===== src/rtl/aes_inv_round.sv =====
// -----------------------------------------------------------------------------
// aes_inv_round
//
// Purpose:
//   One pipelined AES inverse-cipher round:
//     InvShiftRows -> InvSubBytes -> AddRoundKey -> InvMixColumns
//   InvMixColumns is bypassed for beats flagged as the final inverse round.
//   Two register stages with a valid/ready handshake on both sides and full
//   backpressure; 2-cycle latency, one beat per cycle throughput.
//
// Optional feature:
//   AES_INV_ROUND_TAG_EN - when defined, adds in_tag/out_tag (TAG_W bits) that
//   travel with each beat through both stages.
//
// Ports:
//   clk        clock
//   rst        asynchronous active-high reset
//   in_valid   input beat valid
//   in_ready   block accepts an input beat this cycle
//   in_last    final inverse round: skip InvMixColumns
//   key        round key, sampled together with state
//   state      input state, element [r][c] = row r, column c
//   in_tag     sideband tag of the input beat (AES_INV_ROUND_TAG_EN only)
//   out_tag    sideband tag of the output beat (AES_INV_ROUND_TAG_EN only)
//   out_valid  output beat valid
//   out_ready  downstream accepts the output beat
//   new_state  round result, straight from the stage-2 register
// -----------------------------------------------------------------------------
module aes_inv_round #(
    parameter int TAG_W = 8
) (
    input  logic                  clk,
    input  logic                  rst,
    input  logic                  in_valid,
    output logic                  in_ready,
    input  logic                  in_last,
    input  logic [3:0][3:0][7:0]  key,
    input  logic [3:0][3:0][7:0]  state,
`ifdef AES_INV_ROUND_TAG_EN
    input  logic [TAG_W-1:0]      in_tag,
    output logic [TAG_W-1:0]      out_tag,
`endif
    output logic                  out_valid,
    input  logic                  out_ready,
    output logic [3:0][3:0][7:0]  new_state
);

    typedef logic [3:0][3:0][7:0] block_t;

    if (TAG_W < 1) begin : g_tag_w_check
        $error("aes_inv_round: TAG_W must be at least 1");
    end

    // FIPS-197 inverse S-box, indexed by the byte value.
    // NOTE: this table is a constant ROM, so it has no reset and no clock;
    // only the pipeline registers below are reset.
    localparam logic [7:0] INV_SBOX [0:255] = '{
        8'h52, 8'h09, 8'h6a, 8'hd5, 8'h30, 8'h36, 8'ha5, 8'h38, 8'hbf, 8'h40, 8'ha3, 8'h9e, 8'h81, 8'hf3, 8'hd7, 8'hfb,
        8'h7c, 8'he3, 8'h39, 8'h82, 8'h9b, 8'h2f, 8'hff, 8'h87, 8'h34, 8'h8e, 8'h43, 8'h44, 8'hc4, 8'hde, 8'he9, 8'hcb,
        8'h54, 8'h7b, 8'h94, 8'h32, 8'ha6, 8'hc2, 8'h23, 8'h3d, 8'hee, 8'h4c, 8'h95, 8'h0b, 8'h42, 8'hfa, 8'hc3, 8'h4e,
        8'h08, 8'h2e, 8'ha1, 8'h66, 8'h28, 8'hd9, 8'h24, 8'hb2, 8'h76, 8'h5b, 8'ha2, 8'h49, 8'h6d, 8'h8b, 8'hd1, 8'h25,
        8'h72, 8'hf8, 8'hf6, 8'h64, 8'h86, 8'h68, 8'h98, 8'h16, 8'hd4, 8'ha4, 8'h5c, 8'hcc, 8'h5d, 8'h65, 8'hb6, 8'h92,
        8'h6c, 8'h70, 8'h48, 8'h50, 8'hfd, 8'hed, 8'hb9, 8'hda, 8'h5e, 8'h15, 8'h46, 8'h57, 8'ha7, 8'h8d, 8'h9d, 8'h84,
        8'h90, 8'hd8, 8'hab, 8'h00, 8'h8c, 8'hbc, 8'hd3, 8'h0a, 8'hf7, 8'he4, 8'h58, 8'h05, 8'hb8, 8'hb3, 8'h45, 8'h06,
        8'hd0, 8'h2c, 8'h1e, 8'h8f, 8'hca, 8'h3f, 8'h0f, 8'h02, 8'hc1, 8'haf, 8'hbd, 8'h03, 8'h01, 8'h13, 8'h8a, 8'h6b,
        8'h3a, 8'h91, 8'h11, 8'h41, 8'h4f, 8'h67, 8'hdc, 8'hea, 8'h97, 8'hf2, 8'hcf, 8'hce, 8'hf0, 8'hb4, 8'he6, 8'h73,
        8'h96, 8'hac, 8'h74, 8'h22, 8'he7, 8'had, 8'h35, 8'h85, 8'he2, 8'hf9, 8'h37, 8'he8, 8'h1c, 8'h75, 8'hdf, 8'h6e,
        8'h47, 8'hf1, 8'h1a, 8'h71, 8'h1d, 8'h29, 8'hc5, 8'h89, 8'h6f, 8'hb7, 8'h62, 8'h0e, 8'haa, 8'h18, 8'hbe, 8'h1b,
        8'hfc, 8'h56, 8'h3e, 8'h4b, 8'hc6, 8'hd2, 8'h79, 8'h20, 8'h9a, 8'hdb, 8'hc0, 8'hfe, 8'h78, 8'hcd, 8'h5a, 8'hf4,
        8'h1f, 8'hdd, 8'ha8, 8'h33, 8'h88, 8'h07, 8'hc7, 8'h31, 8'hb1, 8'h12, 8'h10, 8'h59, 8'h27, 8'h80, 8'hec, 8'h5f,
        8'h60, 8'h51, 8'h7f, 8'ha9, 8'h19, 8'hb5, 8'h4a, 8'h0d, 8'h2d, 8'he5, 8'h7a, 8'h9f, 8'h93, 8'hc9, 8'h9c, 8'hef,
        8'ha0, 8'he0, 8'h3b, 8'h4d, 8'hae, 8'h2a, 8'hf5, 8'hb0, 8'hc8, 8'heb, 8'hbb, 8'h3c, 8'h83, 8'h53, 8'h99, 8'h61,
        8'h17, 8'h2b, 8'h04, 8'h7e, 8'hba, 8'h77, 8'hd6, 8'h26, 8'he1, 8'h69, 8'h14, 8'h63, 8'h55, 8'h21, 8'h0c, 8'h7d
    };

    // Multiply by x in GF(2^8) modulo x^8 + x^4 + x^3 + x + 1 (0x11B).
    function automatic logic [7:0] xtime(input logic [7:0] b);
        return {b[6:0], 1'b0} ^ (b[7] ? 8'h1b : 8'h00);
    endfunction

    // InvMixColumns: each column multiplied by the circulant {0e,0b,0d,09}.
    // The odd coefficients are built from b, 2b, 4b and 8b.
    function automatic block_t inv_mix_columns(input block_t a);
        block_t     m;
        logic [7:0] x1, x2, x4, x8;
        logic [3:0][7:0] m9, mb, md, me;
        m = '0;
        for (int c = 0; c < 4; c++) begin
            for (int r = 0; r < 4; r++) begin
                x1    = a[r][c];
                x2    = xtime(x1);
                x4    = xtime(x2);
                x8    = xtime(x4);
                m9[r] = x8 ^ x1;
                mb[r] = x8 ^ x2 ^ x1;
                md[r] = x8 ^ x4 ^ x1;
                me[r] = x8 ^ x4 ^ x2;
            end
            m[0][c] = me[0] ^ mb[1] ^ md[2] ^ m9[3];
            m[1][c] = m9[0] ^ me[1] ^ mb[2] ^ md[3];
            m[2][c] = md[0] ^ m9[1] ^ me[2] ^ mb[3];
            m[3][c] = mb[0] ^ md[1] ^ m9[2] ^ me[3];
        end
        return m;
    endfunction

    // Handshake: a stage may load when it is empty or its contents move on.
    logic adv1;
    logic adv2;

    logic   s1_v;
    block_t s1_sb;
    block_t s1_key;
    logic   s1_last;

    logic   s2_v;
    block_t s2_res;

    block_t sb_d;
    block_t ak;
    block_t res_d;

    assign adv2     = !s2_v || out_ready;
    assign adv1     = !s1_v || adv2;
    assign in_ready = adv1;

    // Stage-1 input: InvShiftRows then InvSubBytes on every byte.
    // InvShiftRows rotates row r right by r, so column c picks column c-r.
    always_comb begin
        // NOTE: every always_comb output gets a default first so that no path
        // through the block leaves it unassigned and infers a latch.
        sb_d = '0;
        for (int r = 0; r < 4; r++) begin
            for (int c = 0; c < 4; c++) begin
                sb_d[r][c] = INV_SBOX[state[r][2'(c - r)]];
            end
        end
    end

    // Stage-2 input: AddRoundKey, then InvMixColumns unless this is the last
    // inverse round.
    always_comb begin
        ak    = s1_sb ^ s1_key;
        res_d = ak;
        if (!s1_last) begin
            res_d = inv_mix_columns(ak);
        end
    end

    always_ff @(posedge clk or posedge rst) begin
        if (rst) begin
            s1_v    <= 1'b0;
            s1_sb   <= '0;
            s1_key  <= '0;
            s1_last <= 1'b0;
            s2_v    <= 1'b0;
            s2_res  <= '0;
        end else begin
            // NOTE: non-blocking assignments so stage 2 captures the stage-1
            // value from before this edge, not the one loaded in the same edge.
            if (adv2) begin
                s2_v   <= s1_v;
                s2_res <= res_d;
            end
            if (adv1) begin
                s1_v    <= in_valid;
                s1_sb   <= sb_d;
                s1_key  <= key;
                s1_last <= in_last;
            end
        end
    end

`ifdef AES_INV_ROUND_TAG_EN
    logic [TAG_W-1:0] s1_tag;
    logic [TAG_W-1:0] s2_tag;

    // Tag follows the same advance enables as the data it belongs to.
    always_ff @(posedge clk or posedge rst) begin
        if (rst) begin
            s1_tag <= '0;
            s2_tag <= '0;
        end else begin
            if (adv2) begin
                s2_tag <= s1_tag;
            end
            if (adv1) begin
                s1_tag <= in_tag;
            end
        end
    end

    assign out_tag = s2_tag;
`else
    // No sideband: the tag ports and their registers do not exist.
`endif

    assign out_valid = s2_v;
    assign new_state = s2_res;

endmodule


===== config.mk =====
export PLATFORM = sky130hd
export DESIGN_NAME = aes_inv_round
export DESIGN_NICKNAME = d
export VERILOG_FILES = /design/src/rtl/aes_inv_round.sv
export SDC_FILE = /design/constraint.sdc
export NUM_CORES = 2
export LEC_CHECK = 0
export BUFFER_PORTS_ARGS = -buffer_cell sky130_fd_sc_hd__buf_4
export CAP_MARGIN = 25
export CORE_ASPECT_RATIO = 0.7
export CORE_MARGIN = 2
export CORE_UTILIZATION = 45
export CTS_BUF_LIST = sky130_fd_sc_hd__clkbuf_16
export CTS_CLUSTER_DIAMETER = 40
export DETAILED_ROUTE_END_ITERATION = 12
export PLACE_DENSITY = 0.61
export RECOVER_POWER = 25
export SLEW_MARGIN = 30
export SYNTH_ARGS = -nofsm -noshare
export SYNTH_HDL_FRONTEND = slang
export SYNTH_SLANG_ARGS = --single-unit

===== constraint.sdc =====
create_clock -name clk -period 19.4 [get_ports clk]
set_clock_uncertainty 0.1 [all_clocks]
set_input_delay 2.91 -clock clk [delete_from_list [all_inputs] [get_ports clk]]
set_output_delay 2.91 -clock clk [all_outputs]
set_load 0.005 [all_outputs]

### Word-level counts from Yosys, hierarchy flattened

Memories as Yosys holds them, arrays and structs flattened. A register that Yosys moved wholly into a read port is not among the register bits.
Cells that the tools add are included.

| storage, ports and cells | value |
|---|---|
| register bits after elaboration | 259 |
| memory bits (read-only) | 16384 |
| input bits | 261 |
| output and inout bits | 130 |
| word-level logic and storage cells | 297 |
| memories kept | 8 |

| operators by class | value |
|---|---|
| multiplexer cells | 49 |
| bitwise operators | 201 |
| reductions and logical operators | 4 |

Memory list:

| name | words | width | rd ports | clocked after Yosys merged registers in | wr ports | RTL line | RTL |
|---|---|---|---|---|---|---|---|
| (name not given) | 256 | 8 | 1 | 1 | 0 | 135 | `sb_d[r][c] = INV_SBOX[state[r][2'(c - r)]];` |
| (name not given) | 256 | 8 | 1 | 1 | 0 | 135 |  |
| (name not given) | 256 | 8 | 1 | 1 | 0 | 135 |  |
| (name not given) | 256 | 8 | 1 | 1 | 0 | 135 |  |
| (name not given) | 256 | 8 | 1 | 1 | 0 | 135 |  |
| (name not given) | 256 | 8 | 1 | 1 | 0 | 135 |  |
| 2 more memories | - | - | - | - | - | - |  |

Operator list:

| operator | count |
|---|---|
| 8-bit bitwise XOR | 144 |
| 8-bit by 5-bit bitwise XOR with 8-bit output | 48 |
| 5-bit two-way mux | 48 |
| 128-bit two-way mux | 1 |
| 128-bit bitwise XOR | 1 |
| 8-bit inverter with 9-bit output | 8 |
| 1-bit zero test | 2 |
| 1-bit logical OR | 2 |

### Longest topological paths before layout

| logic depth | value |
|---|---|
| word-level depth | 13 |
| mapped depth | 12 |
| depth with buffers taken out | 9 |

### Worst setup path after synthesis

No wires, ideal clock.

| timing | value |
|---|---|
| kind | input port to output port |
| from | in out_ready |
| to | out in_ready |
| data arrival time | 3.930 ns |
| required time | 16.390 ns |
| path slack | 12.460 ns |
| stages on the path | 6 |
| path buffers | 3 |
| cells stage by stage | nor2b_1 > and2_1 > clkbuf_1 > inv_2 > clkbuf_1 > clkbuf_1 |

| between the ends | value |
|---|---|
| word-level cells in the longest chain between the ends | 2 |

Ends and longest elaborated chain:

| what | RTL line | RTL |
|---|---|---|
| from (decl) | 44 | `input logic out_ready,` |
| 1-bit logical OR | 123 | `assign adv2 = !s2_v \|\| out_ready;` |
| 1-bit logical OR | 124 | `assign adv1 = !s1_v \|\| adv2;` |
| to (decl) | 35 | `output logic in_ready,` |

No other way between the ends.

### Worst setup path in the final report

Ends and elaborated chain as after synthesis.

==> results.py <==
metrics = {
    "worst_setup_path": {
        "critPathKind": "input pin to primary output",
        "crit_chain": "clkbuf_1 > nor2b_4 > clkbuf_1 > and2_4 > inv_8 > buf_4",
        "slowest_stage": "clkbuf_1",
        "worst-path-buf-inv": 4,
        "startpoint_type": "input pin",
        "arrival_ns": 5.86,
        "required_ns": 16.39,
        "worst-path-max-fanout": 52,
        "startpoint": "out_ready",
        "crit_family": "buffers and inverters",
        "r2r_start": "out_valid$_DFFE_PP0P_",
        "cpPeakStageDelay_ns": 1.70,
        "crit_top_cell": "clkbuf_1",
        "end_kind": "primary output",
    },
    "synth": {
        "netlist_area_sq_um": 48200,
        "synth-seq-cells": 323,
        "ys_warn_count": 0,
        "ys_seq_area_share_pct": 16.8,
        "avgSynthCellArea_sq_um": 7.25,
        "synth-edff-count": 0,
        "synthTopCellsByArea": "dfrtp_1, xnor2_1, nand2_1",
        "synth_top_area_share_pct": 16.8,
        "synth_top_cells_by_count": "nand2_1, xnor2_1, clkbuf_1, a21oi_1, o21ai_0",
        "synth_most_common_cell": "nand2_1",
        "synth_cell_type_count": 89,
        "synthArstFlopShare_pct": 100,
        "synth_nets": 7058,
        "ys.flop_type": "dfrtp_1",
        "yosysTopAreaCell": "dfrtp_1",
        "syn_inst": 6641,
    },
    "place": {
        "hpwl_um": 157000,
        "port_buffers": 326,
        "place_ws_ns": 11.93,
        "place_congestion": 1.03,
        "placedCellCount": 7758,
    },
    "floorplan": {
        "io_pins": 391,
        "dieArea_sq_um": 110000,
        "die_h_um": 278,
        "start_util_pct": 45.4,
        "die_w_um": 395,
        "core-area_sq_um": 106000,
        "rows": 100,
    },
    "final_layout": {
        "instances_no_fill": 7845,
        "nets": 6795,
        "syn_to_final_growth_pct": 7.50,
        "final_util_pct": 48.8,
        "seq_area_sq_um": 8090,
        "layout-drive-gt1-share_pct": 9.84,
        "fillCellCount": 10873,
        "multi_input_area_sq_um": 37200,
    },
    "routing": {
        "drc": 0,
        "wl_met1_um": 94700,
        "wl_per_cell_um": 27.8,
        "routed-wl-met2_um": 87400,
        "met3WireLength_um": 27600,
        "vias_per_cell": 6.69,
        "drt_iter0_drc": 9096,
        "top_layer": "met5",
        "drt-total-wl_um": 218000,
        "num_vias": 52503,
        "drt_pass1_iterations": 6,
        "ant_nets": 0,
    },
    "grt": {
        "antenna_found_initial": 7,
        "grt_use_total_pct": 38.1,
        "grt_max_degree": 102,
        "grt_pass1_wl_um": 323000,
        "grt_pass1_vias": 47363,
        "grt_overflow": 0,
    },
    "cts": {
        "tritoncts": "built",
        "cts_max_level": 2,
        "cts_resized": 0,
        "insertion_delay_ns": 0.59,
        "cts_buffers": 45,
        "postCtsSetupBuffers": 0,
        "cts_buffer_depth": 3,
        "cts_sinks": 323,
        "clkTransAtPathRegs_ns": 0.06,
        "cts-hold-fix-buffers": 0,
        "cts_root_buf": "clkbuf_16",
    },
    "timing": {
        "setup_viol": 0,
        "finalMaxSlewViolations": 294,
        "worst_slew_pin_slew_ns": 3.83,
        "post-route-min-period_ns": 8.87,
        "max_freq_ghz": 0.113,
        "fin_ws_ns": 10.53,
        "tns_ns": 0,
        "rsz0062_at_grt": "false",
        "max_slew_margin_pct": -155,
        "fin_crit_sh_pct": 45.7,
        "hold_viol_final": 0,
    },
    "run_status": {
        "run_status": "finished, violations left",
        "violations": "capacitance limit, slew limit",
    },
    "pwr": {
        "total_power_mw": 6.40,
        "power_per_cell_area_nw_per_um2": 124,
        "irDropWorstVdd_mv": 0.0834,
        "sw_frac_of_total_pct": 45.9,
        "power_frac_clock_pct": 12.8,
        "switchingPower_mw": 2.94,
        "p_int_mw": 3.46,
        "pwr-share-seq_pct": 18.0,
        "combPwrFrac_pct": 69.2,
        "p_leak_nw": 20.6,
    },
    "hold_path": {
        "min_from": "new_state[11]$_DFFE_PP0P_",
        "hold_path.class": "flop to flop",
    },
    "run": {
        "drv_cap": 5,
    },
}
==> path summary, 6_finish.rpt <==
check / slack, ns / depth (start not counted) / end
setup / recovery: 10.53 / 6 / in_ready
hold / removal: 0.38 / 2 / new_state[11]$_DFFE_PP0P_
setup reg to reg: 14.86 / 8 / s1_sb[94]$_DFFE_PP0P_
hold reg to reg: 0.38 / 2 / new_state[11]$_DFFE_PP0P_
max in group asynchronous: 12.02 / 3 / new_state[22]$_DFFE_PP0P_
min in group asynchronous: 2.80 / 2 / s1_key[11]$_DFFE_PP0P_
==> through the flow <==
stage,instance area [sq um],hold WS (ns)
2_1_floorplan,48200,0.325
3_3_place_gp,50300,0.362
3_5_place_dp,50300,0.369
4_1_cts,51800,0.383
5_1_grt,51800,0.395
6_report,51800,0.375
==> cells in the final DEF, fill, tap and decap left out, types with 127 or more instances in the layout <==
cell type  instances
nand2_1          961
xnor2_1          575
a21oi_1          537
o21ai_0          474
nor2_1           469
buf_4            383
dfrtp_1          322
nand3_1          165
nor3_1           159
xor2_1           158
a31oi_1          156
ha_1             156
nand2b_1         151
a211oi_1         136
o211ai_1         127
==> registers in the layout (all words and copies together) (netlist names) <==
| register | cells |
|---|---|
| new_state | 128 |
| out_valid | 1 |
| s1_key | 128 |
| s1_last | 1 |
| s1_sb | 64 |
| s1_v | 1 |
==> final cells by class <==
class | count | share of cell area, %
multi-input combinational | 5534 | 71.8
sequential | 323 | 15.6
timing repair buffer | 391 | 5.63
tap | 1428 | 3.45
clock buffer | 46 | 2.22
clock inverter | 38 | 0.679
inverter | 83 | 0.623
antenna | 2 | 0.00966
==> worst min-delay path, stage by stage (launching register included) <==
cell     delay (ns)
dfrtp_1        0.35
nand2_1        0.05
nand2_1        0.05
==> per-layer routing <==
layer,global-route usage [%],vias up
met5,0,-
met4,12.7,6
met3,8.92,413
met2,52.1,3681
met1,57.6,25046
li1,-,23357
==> logic make-up (layout without fill, tap and decap cells) <==
family	after synthesis	count (layout)	share of synthesized area (%)
AO/OA/AOI/OAI	2130	2130	28.9
XOR/XNOR	852	852	18.4
adder cells (fa/ha/maj)	156	156	4.05
buffers and inverters	784	558	6.20
flip-flops	323	323	16.8
multiplexers	151	151	4.54
other	0	2	0
AND/OR/NAND/NOR	2245	2245	21.0
==> power by group through the flow <==
stage / registers (mW) / logic [mW] / clock network [mW]
final: 1.15 / 4.43 / 0.822
after global routing: 1.16 / 4.74 / 0.874
after CTS: 1.15 / 4.37 / 0.838
after detailed placement: 1.16 / 4.34 / 0
after global placement: 1.16 / 4.32 / 0
after floorplan: 1.00 / 3.25 / 0
No activity file was read; power rests on OpenSTA's default activity.
